File: src/rtl/sc_tx_port_arbiter.sv
// sc_tx_port_arbiter
// Shares the single Tx engine port among NUM_REQ requesters using a
// Req/Gnt/Rdy/WEn handshake. Grants are registered. Every change of owner
// passes through a GAP cycle, so the outgoing and incoming owners can never
// both drive the Tx engine. The granted requester's write is muxed onto the
// engine combinationally. Handshake violations raise a registered one-cycle
// protocol_err pulse.
module sc_tx_port_arbiter #(
  parameter int NUM_REQ = 3,
  parameter bit RR_EN   = 1'b1
) (
  input  logic                   clk,
  input  logic                   rst,
  input  logic [NUM_REQ-1:0]     req,
  output logic [NUM_REQ-1:0]     gnt,
  output logic [NUM_REQ-1:0]     rdy,
  input  logic [NUM_REQ-1:0]     wen_in,
  input  logic [8*NUM_REQ-1:0]   cntl_in,
  input  logic [8*NUM_REQ-1:0]   data_in,
  input  logic                   tx_rdy_in,
  output logic                   tx_wen,
  output logic [7:0]             tx_cntl,
  output logic [7:0]             tx_data,
  output logic                   protocol_err
);

  localparam int IW = (NUM_REQ > 2) ? 2 : 1;

  typedef enum logic [1:0] {
    IDLE  = 2'd0,
    OWNED = 2'd1,
    GAP   = 2'd2
  } state_t;

  state_t          state;
  logic [IW-1:0]   last;
  logic [IW-1:0]   winner;
  logic            errDet;

  // Round-robin starts the search one past the previous winner.
  // Fixed priority always starts the search at index 0.
  function automatic logic [IW-1:0] pickWinner(input logic [NUM_REQ-1:0] r,
                                               input logic [IW-1:0]      l);
    logic [IW-1:0]      w;
    logic               found;
    logic [NUM_REQ-1:0] shifted;
    int                 base;
    int                 idx;
    w     = '0;
    found = 1'b0;
    base  = RR_EN ? (int'(l) + 1) : 0;
    for (int i = 0; i < NUM_REQ; i++) begin
      idx     = (base + i) % NUM_REQ;
      shifted = r >> idx;
      if (!found && shifted[0]) begin
        w     = IW'(idx);
        found = 1'b1;
      end else begin
        found = found;
      end
    end
    return w;
  endfunction

  // Winner of the current request set; it is used only when the FSM is in IDLE.
  always_comb begin
    winner = pickWinner(req, last);
  end

  // Mux the granted requester onto the Tx engine. gnt is one-hot or zero, so
  // an OR-mux is enough. With no grant, every output stays at zero.
  always_comb begin
    tx_wen  = 1'b0;
    tx_cntl = 8'h00;
    tx_data = 8'h00;
    rdy     = '0;
    for (int k = 0; k < NUM_REQ; k++) begin
      if (gnt[k]) begin
        tx_wen  = tx_wen | wen_in[k];
        tx_cntl = tx_cntl | cntl_in[8*k +: 8];
        tx_data = tx_data | data_in[8*k +: 8];
        rdy[k]  = tx_rdy_in;
      end else begin
        rdy[k]  = 1'b0;
      end
    end
  end

  // Violations:
  //  - a write from a requester that does not hold the grant (the write is dropped);
  //  - a forwarded write while the engine is not ready (the write still goes through).
  always_comb begin
    errDet = (|(wen_in & ~gnt)) | (tx_wen & ~tx_rdy_in);
  end

  // Ownership FSM. It drives the registered grant, the round-robin pointer
  // and the error pulse.
  always_ff @(posedge clk) begin
    if (rst) begin
      state        <= IDLE;
      gnt          <= '0;
      last         <= IW'(NUM_REQ - 1);
      protocol_err <= 1'b0;
    end else begin
      protocol_err <= errDet;
      case (state)
        IDLE: begin
          if (|req) begin
            gnt   <= {{(NUM_REQ-1){1'b0}}, 1'b1} << winner;
            last  <= winner;
            state <= OWNED;
          end else begin
            state <= IDLE;
          end
        end
        OWNED: begin
          // Any single low sample of the owner's req releases the grant.
          if (!(|(req & gnt))) begin
            gnt   <= '0;
            state <= GAP;
          end else begin
            state <= OWNED;
          end
        end
        GAP: begin
          state <= IDLE;
        end
        default: begin
          gnt   <= '0;
          state <= IDLE;
        end
      endcase
    end
  end

endmodule

File: config.mk
export PLATFORM = sky130hd
export DESIGN_NAME = sc_tx_port_arbiter
export DESIGN_NICKNAME = d
export VERILOG_FILES = /design/src/rtl/sc_tx_port_arbiter.sv
export SDC_FILE = /design/constraint.sdc
export NUM_CORES = 1
export LEC_CHECK = 0
export CAP_MARGIN = 20
export CORE_UTILIZATION = 50
export DETAILED_ROUTE_END_ITERATION = 8
export DONT_BUFFER_PORTS = 1
export MAX_ROUTING_LAYER = met4
export PLACE_DENSITY = 0.74
export SLEW_MARGIN = 20
export SYNTH_ARGS = -nofsm -noshare
export SYNTH_HDL_FRONTEND = slang
export SYNTH_SLANG_ARGS = --single-unit
export TNS_END_PERCENT = 20
File: constraint.sdc
create_clock -name clk -period 4.9 [get_ports clk]
set_clock_uncertainty 0.05 [all_clocks]
set_input_delay 0.735 -clock clk [delete_from_list [all_inputs] [get_ports clk]]
set_output_delay 0.735 -clock clk [all_outputs]
set_load 0.01 [all_outputs]
After elaboration in Yosys (flattened, before gate mapping)
Index checks and enable logic that the tools add are counted.
{ "word_totals": {"output_inout_bits": 24, "in_bits": 57, "regBits": 8, "wordCells": 64} }
{ "classes": {"reduce_logical": 10, "n_mux": 23, "shifts": 4, "div_mod_pow": 3, "bitwise": 13, "n_addsub": 3, "n_eq_ne": 4} }
{ "op_table": {"columns": ["op", "count"], "rows": [
  ["remainder unit 32 x 3 -> 32 bit, second input constant", 3],
  ["right shift 3 x 32 -> 1 bit", 3],
  ["2-to-1 mux 8 bit", 6],
  ["bitwise OR 8 bit", 4],
  ["2-to-1 mux 1 bit", 9],
  ["one-hot mux 3 bit (3 select lines)", 1],
  ["OR reduction 3 bit", 3],
  ["2-to-1 mux 2 bit", 4],
  ["bitwise AND 3 bit", 2],
  ["2-to-1 mux 3 bit", 2],
  ["adder 3 x 1 -> 4 bit, second input constant", 1],
  ["adder 3 x 2 -> 4 bit, second input constant", 1],
  ["inequality test 2 bit, second input constant", 2],
  ["one-hot mux 2 bit (2 select lines)", 1],
  ["adder 2 x 1 -> 3 bit, second input constant", 1],
  ["NOT 3 bit", 1],
  ["bitwise OR 1 bit", 3],
  ["AND reduction 3 bit", 1],
  ["left shift 1 x 2 -> 3 bit, first input constant", 1],
  ["equality test 2 x 1 -> 1 bit, second input constant", 1],
  ["equality test 2 bit, second input constant", 1],
  ["logical AND 1 bit", 2],
  ["zero test 1 bit", 2],
  ["zero test 2 bit", 1],
  ["3 further kinds", 4]
]} }

Longest topological paths before layout
Gate-level depths: netlist (run 1).
{ "logic_depth": {"word_depth": 13, "mapped_depth": 15, "depth_no_buf": 14} }

Worst setup path before layout (run 1)
OpenSTA, ideal clock, no wires.
{ "synth_timing": {"kind": "register to register", "start": "reg last[0]", "end": "reg last[0]", "required_time_ns": 4.788, "setup_ns": 0.062, "synth_period_minus_slack_ns": 3.612, "slack_ns": 1.288, "path_stages_with_launch": 16, "path_buffers": 1, "t_arrival_ns": 3.500, "cell_sequence": "dfxtp_1 -> inv_1 -> ha_1 -> buf_4 -> nor2b_1 -> o21ai_1 -> ha_1 -> inv_1 -> ha_1 -> inv_1 -> a2111o_1 -> a32oi_4 -> a21oi_2 -> or4_4 -> mux2_4 -> nor2_2"} }
{ "synth_via": {"elab_chain_cells": 10, "elab_cells_between_ends": 18, "cone_classes": "add/sub: 3; div: 3; shift: 3; mux: 5; reduce/logical: 4"} }
{ "synth_rtl": {"columns": ["item", "line", "rtl"], "rows": [
  ["start, declared", "36", "logic [IW-1:0] last;"],
  ["start signal, assigned", "102", "last <= IW'(NUM_REQ - 1);"],
  ["start signal, assigned", "110", "last <= winner;"],
  ["adder 2 x 1 -> 3 bit (*)", "51", "base = RR_EN ? (int'(l) + 1) : 0;"],
  ["branches (longest 8 deep; another with remainder unit 32 x 3 -> 32 bit)", null, null],
  ["2-to-1 mux 2 bit (*)", "55", "if (!found && shifted[0]) begin"]
]} }
Mark *: on every way between the ends.
A chain may end at the register's enable or synchronous reset.

Final worst setup path (run 1)
Ends and elaborated chain as after synthesis.

==> results of run 1 <==
## sequential cells by signal, summed over array words and instances (netlist names)
signal / cells
protocol_err: 1
state: 2
gnt: 3
last: 2
## power breakdown
| group | switching, mW | leakage [nW] | internal, mW |
|---|---|---|---|
| sequential | 0.0701 | 0.0662 | 0.0859 |
| clock | 0.0207 | 0.0138 | 0.0279 |
| combinational | 0.307 | 0.462 | 0.245 |
## cells in the final DEF, fill, tap and decap left out, drive strengths merged, types with 2 or more instances in the layout
| cell | instances |
|---|---|
| o21ai | 3 |
| nor2 | 6 |
| clkbuf | 3 |
| or2 | 2 |
| ha | 13 |
| nor4bb | 2 |
| a21oi | 4 |
| nand2 | 5 |
| a222oi | 19 |
| nand2b | 2 |
| and2 | 4 |
| mux2i | 2 |
| a31oi | 3 |
| dfxtp | 8 |
| inv | 31 |
| nor3 | 2 |
## per-layer routing
layer	GRT usage [%]	vias to the layer above	part of all wire [%]
met5	-	-	0
met4	5.00	0	1.2
met3	1.48	4	7.5
met2	36.3	74	52
met1	23.2	486	39
li1	-	492	-
## through the flow
step / worst slack, ps / total power [mW] / utilization (%)
final: 973 / 0.756 / 55.0
after global routing: 801 / 0.844 / 55.0
after CTS: 956 / 0.757 / 55.0
after detailed placement: 982 / 0.705 / 53.9
after global placement: 1110 / 0.682 / 53.9
after floorplan: 1290 / 0.628 / -
## cell type report
type	instances	area, µm²	area share, %
clock buffer	3	22.5	2.07
inverter	31	116	10.7
sequential	8	160	14.7
multi-input combinational	87	757	69.5
tap	27	33.8	3.10
## cells by family (layout without fill, tap and decap cells)
family	Yosys count	in the layout	synth area share (%)
AO/OA/AOI/OAI	39	39	32.9
buffers and inverters	39	34	14.1
AND/OR/NAND/NOR	31	31	18.6
adder cells (fa/ha/maj)	13	13	15.2
flip-flops	8	8	15.0
multiplexers	3	3	3.28
XOR/XNOR	1	1	0.821
## final timing paths
path | startpoint | to | slack, ps | depth (start not counted)
worst max-delay path | last[0] | last[0] | 970 | 14
worst min-delay path | state[1] | state[1] | 410 | 1
worst max register to register | last[0] | last[0] | 970 | 14
worst min register to register | state[1] | state[1] | 410 | 1
==> flow_summary.json, run 1 <==
{
  "status": "finished clean",
  "numCtsBuffers": 3,
  "gr-total-overflow": 0,
  "powerDensity_nw_per_um2": 694,
  "gp_congestion": 0.833,
  "cts-root-buf": "clkbuf_4",
  "yosysWarnings": 0,
  "grt_pass1_wl_mm": 3.15,
  "synthFlopType": "dfxtp_1",
  "io_buffers": 0,
  "tightest_slew_ps": 841,
  "dp_cells": 153,
  "grtUsageTotal_pct": 19.9,
  "num_antenna_cells": 0,
  "final-setup-viol-count": 0,
  "rsz0062_at_grt": "false",
  "hold_violations": 0,
  "firstDrtPassIters": 5,
  "finalCriticalPeriod_ps": 3930,
  "ios": 81,
  "h-tree-depth": 1,
  "path_cells": "inv_1, ha_1, nor2b_1, o21ai_1, ha_1, inv_1, ha_1, inv_1, a2111o_1, a32oi_4, a21oi_2, or4_4, mux2_4, nor2_2",
  "cp.required_ps": 5040,
  "grt_pass1_vias": 771,
  "die_area_um2": 2320,
  "critical_path_class": "reg -> reg",
  "setup_tns_ps": 0,
  "antenna_found_initial": 0,
  "hold_class": "reg -> reg",
  "synth_cells": 134,
  "drt_iter0_drc": 94,
  "drtAntennaViolNets": 0,
  "grt_max_degree": 23,
  "n_fill_cell": 184,
  "dpl.hpwl_mm": 2.09,
  "synth_commonest_cells": "31 x inv_1, 19 x a222oi_1, 13 x ha_1, 8 x dfxtp_1, 7 x clkbuf_1",
  "ys_async_sr_fraction_pct": 0,
  "viasPerCell": 6.77,
  "synth_seq_area_share_pct": 15.0,
  "synth-seq-cells": 8,
  "critPathCaptureType": "flop",
  "vias": 1056,
  "clock_path_buffers": 2,
  "syn_avg_cell_area_um2": 7.96,
  "drv_cap": 0,
  "cts_setup_buffers": 0,
  "relSlewSlack_pct": 43.8,
  "detail_route.wl_per_cell_um": 16.6,
  "insertion_delay_ps": 250,
  "crit_buf_inv": 3,
  "fin_crit_sh_pct": 80.1,
  "design_area_um2": 1090,
  "fin_nets": 201,
  "row_count": 16,
  "critPathSlowestCell": "or4_4",
  "synth_area_leader_cell": "a222oi_1",
  "syn2layout_area_growth_pct": 2.11,
  "ys_types": 40,
  "start_util_pct": 53.9,
  "critical_path.max_fanout": 11,
  "yosysTopAreaCellShare_pct": 17.8,
  "syn_nets": 204,
  "routed_wl_mm": 2.59,
  "start_kind": "flop",
  "clk_pin_slew_worst_paths_ps": 50,
  "drive_above_1_share_pct": 9.30,
  "core-area_um2": 1980,
  "post_cts_resized": 0,
  "fin_cells": 156,
  "synth_area_leaders": "a222oi_1 18%, ha_1 15%, dfxtp_1 15%",
  "synth_edf_count": 0,
  "clock.fmax_ghz": 0.255,
  "synthesis.area_um2": 1070,
  "slowest_delay_ps": 560,
  "die_h_um": 48.2,
  "ir_drop_v": 0.000411,
  "yosysMostFrequentCell": "inv_1",
  "place_area_um2": 1070,
  "arrival_ps": 4070,
  "drc": 0,
  "chipWidth_um": 48.2,
  "cts_sinks": 8,
  "leakagePower_nw": 0.542,
  "slew_violations": 0,
  "critPathTopFamily": "adder cells",
  "fin_hold_ws_ps": 412,
  "ctsHoldBuffers": 0,
  "cts_tree": "yes"
}
(Power assumes the default switching activity.)
==> run 2, diff against run 1 <==
==> constraint.sdc (replaced) <==
create_clock -name clk -period 3.7 [get_ports clk]
set_clock_uncertainty 0.05 [all_clocks]
set_input_delay 0.555 -clock clk [delete_from_list [all_inputs] [get_ports clk]]
set_output_delay 0.555 -clock clk [all_outputs]
set_load 0.01 [all_outputs]
==> run 2 against run 1 <==
Against the previous run: hold slack got worse by 100 ps; global-route usage grew 2.7 points; cell count up 2.6%; first-iteration DRC count fell by 32%; clock power increased by 36%; clock-buffer cell count stayed put; design area is 2.8% higher; register-to-register slack got worse by 720 ps.
==> flow_summary.json, run 2 (synthesis results as in run 1) <==
{
  "fin_nets": 205,
  "finalCriticalPeriod_ps": 3450,
  "routed_wl_mm": 2.75,
  "num_antenna_cells": 0,
  "cp.required_ps": 3850,
  "relSlewSlack_pct": 47.0,
  "drive_above_1_share_pct": 12.0,
  "core-area_um2": 1980,
  "critical_path.max_fanout": 10,
  "status": "finished clean",
  "start_util_pct": 53.9,
  "cts_tree": "yes",
  "grtUsageTotal_pct": 22.5,
  "row_count": 16,
  "post_cts_resized": 0,
  "hold_class": "in -> reg",
  "rsz0062_at_grt": "false",
  "cp-endpoint": "last[0]",
  "clock_path_buffers": 2,
  "clock.fmax_ghz": 0.290,
  "slew_violations": 0,
  "clk_pin_slew_worst_paths_ps": 50,
  "layout_commonest_cell": "inv_1",
  "design_area_um2": 1120,
  "ios": 81,
  "leakagePower_nw": 0.561,
  "firstDrtPassIters": 5,
  "critPathCaptureType": "flop",
  "p_sw_mw": 0.550,
  "vias": 1079,
  "n_fill_cell": 190,
  "viasPerCell": 6.74,
  "place_ws_ps": 251,
  "pwr-share-clk_pct": 6.2,
  "gr-total-overflow": 0,
  "h-tree-depth": 1,
  "drv_cap": 0,
  "numCtsBuffers": 3,
  "largest_reg_flops": 3,
  "grt_pass1_vias": 853,
  "reg2reg_depth": 14,
  "drc": 0,
  "swShare_pct": 51.7,
  "dpl.hpwl_mm": 2.20,
  "layout_common_cells": "31 x inv_1, 19 x a222oi_1, 13 x ha_1",
  "ctsHoldBuffers": 0,
  "start_kind": "flop",
  "cts-root-buf": "clkbuf_4",
  "tightest_slew_ps": 793,
  "crit-reg2reg-launch": "last[1]",
  "insertion_delay_ps": 250,
  "r2r_end": "last[0]",
  "power_frac_comb_pct": 75.2,
  "syn2layout_area_growth_pct": 4.92,
  "hold_violations": 0,
  "min_from": "rst",
  "setup_tns_ps": 0,
  "fin_crit_sh_pct": 93.2,
  "chipWidth_um": 48.2,
  "grt_max_degree": 23,
  "place_area_um2": 1100,
  "drt_iter0_drc": 64,
  "antenna_found_initial": 0,
  "ir_drop_v": 0.000622,
  "p_seq_share_pct": 18.6,
  "arrival_ps": 3590,
  "fin_hold_ws_ps": 311,
  "die_area_um2": 2320,
  "cts_setup_buffers": 0,
  "internal_power_mw": 0.514,
  "powerDensity_nw_per_um2": 950,
  "top_regs": "gnt (3), last (2), state (2)",
  "die_h_um": 48.2,
  "setup_ws_ps": 252,
  "critical_path_class": "reg -> reg",
  "drtAntennaViolNets": 0,
  "startpoint": "last[1]",
  "gp_congestion": 0.820,
  "reg2reg_slack_ps": 250,
  "detail_route.wl_per_cell_um": 17.2,
  "final-setup-viol-count": 0,
  "cts_sinks": 8,
  "grt_pass1_wl_mm": 3.50,
  "top_register": "gnt",
  "utilization_pct": 56.5,
  "io_buffers": 0
}
## run 2: cell count changes in the layout (fill, tap and decap cells not counted)
cell / previous run / this run
buf_4: 0 / 4
## run 2: layout make-up
cell class              instances  area, µm²  share of cell area, %
flip-flops and latches          8        160                   14.3
repair buffers                  4       30.0                   2.68
clock buffers                   3       22.5                   2.01
well taps                      27       33.8                   3.02
inverters                      31        116                   10.4
multi-input cells              87        757                   67.6
## run 2: metrics by stage
step                      power (mW)  cells
after floorplan                0.832    134
after global placement         0.956    157
after detailed placement        1.00    157
after CTS                       1.07    160
after global routing            1.19    160
final                           1.06    160
## run 2: routing by layer
| metal | part of all wire (%) | up-vias | track usage, % |
|---|---|---|---|
| li1 | - | 497 | - |
| met1 | 37 | 518 | 24.9 |
| met2 | 55 | 59 | 41.1 |
| met3 | 6.6 | 5 | 3.33 |
| met4 | 1.1 | 0 | 6.67 |
| met5 | 0 | - | - |
## run 2: worst max-delay path, cell delays in order, from the launching register on
cell	delay, ps
dfxtp_1	390
inv_1	120
ha_1	300
buf_4	180
xnor2_1	160
ha_1	190
inv_1	60
ha_1	280
inv_1	40
a2111o_1	370
a32oi_4	250
a21oi_2	90
or4_4	570
mux2_4	280
nor2_2	70
## run 2: worst min path at each step
stage | to | cells past startpoint
after floorplan | state[1] | 1
after CTS | last[0] | 1
final | last[0] | 1
after detailed placement | state[1] | 1
after global routing | last[0] | 1
after global placement | state[1] | 1
## run 2: power by group through the flow
stage | Sequential (mW) | Clock, mW | Combinational (mW)
after floorplan | 0.147 | 0 | 0.684
after global placement | 0.193 | 0 | 0.764
after detailed placement | 0.199 | 0 | 0.800
after CTS | 0.198 | 0.0678 | 0.803
after global routing | 0.215 | 0.0738 | 0.900
final | 0.198 | 0.0660 | 0.800
==> run 3, diff against run 2 <==
==> constraint.sdc (replaced) <==
create_clock -name clk -period 3.7 [get_ports clk]
set_clock_uncertainty 0.05 [all_clocks]
set_input_delay 0.185 -clock clk [delete_from_list [all_inputs] [get_ports clk]]
set_output_delay 0.185 -clock clk [all_outputs]
set_load 0.01 [all_outputs]
==> run 3 against run 2 <==
Against the previous run: hold slack worse by 250 ps; sequential share of layout area shrank 0.13 points; global-route usage grew 0.24 points; critical endpoint unchanged; non-clock buffer count grew 1; largest cell class unchanged.
==> flow_summary.json, run 3 (synthesis results as in run 1) <==
{
  "status": "finished clean",
  "pwr-share-clk_pct": 6.2,
  "syn2layout_area_growth_pct": 5.86,
  "tightest_slew_ps": 798,
  "rsz0062_at_grt": "false",
  "layout_commonest_cell": "inv_1",
  "dpl.hpwl_mm": 2.20,
  "num_antenna_cells": 0,
  "p_seq_share_pct": 18.6,
  "clk_pin_slew_worst_paths_ps": 50,
  "fin_nets": 206,
  "clock.fmax_ghz": 0.290,
  "setup_tns_ps": 0,
  "top_regs": "gnt (3), last (2), state (2)",
  "seqCellArea_um2": 160,
  "gp_congestion": 0.820,
  "wl_met3_um": 189,
  "slowest_delay_ps": 570,
  "p_sw_mw": 0.552,
  "drv_cap": 0,
  "hold_violations": 0,
  "relSlewSlack_pct": 46.7,
  "numCtsBuffers": 3,
  "met1_length_mm": 1.02,
  "h-tree-depth": 1,
  "powerDensity_nw_per_um2": 945,
  "gr-total-overflow": 0,
  "fin_crit_sh_pct": 93.3,
  "totalPowerFinal_mw": 1.07,
  "routed_wl_mm": 2.79,
  "ios": 81,
  "io_buffers": 0,
  "hold_class": "in -> reg",
  "grt_pass1_wl_mm": 3.55,
  "start_kind": "flop",
  "firstDrtPassIters": 5,
  "path_cells": "inv_1, ha_1, buf_4, xnor2_1, ha_1, inv_1, ha_1, inv_1, a2111o_1, a32oi_4, a21oi_2, or4_4, mux2_4, nor2_2",
  "cts_tree": "yes",
  "power_frac_comb_pct": 75.2,
  "critPathTopFamily": "adder cells",
  "crit_buf_inv": 4,
  "viasPerCell": 6.85,
  "largest_reg_flops": 3,
  "layout_common_cells": "31 x inv_1, 19 x a222oi_1, 13 x ha_1",
  "detail_route.wl_per_cell_um": 17.3,
  "critPathSlowestCell": "or4_4",
  "chipWidth_um": 48.2,
  "slew_violations": 0,
  "swShare_pct": 51.8,
  "critical_path.max_fanout": 10,
  "drc": 0,
  "finalCriticalPeriod_ps": 3450,
  "drive_above_1_share_pct": 11.9,
  "highest_layer": "met4",
  "leakagePower_nw": 0.566,
  "die_h_um": 48.2,
  "wl_met2_mm": 1.54,
  "n_fill_cell": 189,
  "post_cts_resized": 0,
  "antenna_found_initial": 0,
  "internal_power_mw": 0.515,
  "grtUsageTotal_pct": 22.8,
  "critPathCaptureType": "flop",
  "start_util_pct": 53.9,
  "die_area_um2": 2320,
  "final-setup-viol-count": 0,
  "grt_max_degree": 23,
  "cts-root-buf": "clkbuf_4",
  "drtAntennaViolNets": 0,
  "cts_sinks": 8,
  "vias": 1103,
  "clock_path_buffers": 2,
  "drt_iter0_drc": 64,
  "core-area_um2": 1980,
  "ir_drop_v": 0.000625,
  "critical_path_class": "reg -> reg",
  "insertion_delay_ps": 250,
  "row_count": 16,
  "top_register": "gnt",
  "grt_pass1_vias": 858,
  "multi_input_comb_area_um2": 757,
  "cp.required_ps": 3850,
  "arrival_ps": 3600
}
[run 3: cell types whose count changed in the layout (fill, tap and decap cells not counted)]
| cell | before | now |
|---|---|---|
| dlygate4sd3_1 | 0 | 1 |
[run 3: cell type report]
type                    count  area share, %
flip-flops and latches      8           14.2
repair buffers              5           3.54
inverters                  31           10.3
well taps                  27           2.99
clock buffers               3           1.99
multi-input cells          87           67.0
[run 3: layer usage]
metal / global-route usage, % / vias to the layer above
li1: - / 499
met1: 25.2 / 530
met2: 42.1 / 69
met3: 2.59 / 5
met4: 6.67 / 0
met5: - / -
[run 3: through the flow]
step                std cells  utilization (%)  worst slack (ps)  instance area, µm²  hold WS, ps
global route              161             57.0              64.8                1130         61.6
detailed placement        157             55.4               251                1100          204
global placement          157             55.4               359                1100          203
floorplan                 134                -              87.6                1070          317
finish                    161             57.0               249                1130         59.6
CTS                       161             57.0               235                1130         54.5
[run 3: worst reg2reg max path, stage by stage, from the launching register on]
cell,delay [ps]
dfxtp_1,390
inv_1,120
ha_1,300
buf_4,180
xnor2_1,160
ha_1,190
inv_1,60
ha_1,280
inv_1,40
a2111o_1,370
a32oi_4,250
a21oi_2,90
or4_4,570
mux2_4,280
nor2_2,70
[run 3: power by group through the flow]
| stage | Sequential (mW) | Combinational, mW | Clock (mW) |
|---|---|---|---|
| global route | 0.215 | 0.902 | 0.0738 |
| finish | 0.198 | 0.803 | 0.0660 |
| detailed placement | 0.199 | 0.800 | 0 |
| CTS | 0.198 | 0.805 | 0.0678 |
| global placement | 0.193 | 0.764 | 0 |
| floorplan | 0.147 | 0.684 | 0 |
[run 3: worst paths after layout]
kind,cells past startpoint,slack (ps),start,endpoint
max,14,250,last[1],last[0]
min,2,60,tx_rdy_in,protocol_err
max reg2reg,14,250,last[1],last[0]
min reg2reg,1,420,state[1],state[1]
[run 3: repair_timing]
item,CTS,global route
hold buffers,1,0
buffers inserted,0,0
endpoints found under the hold margin,6,0
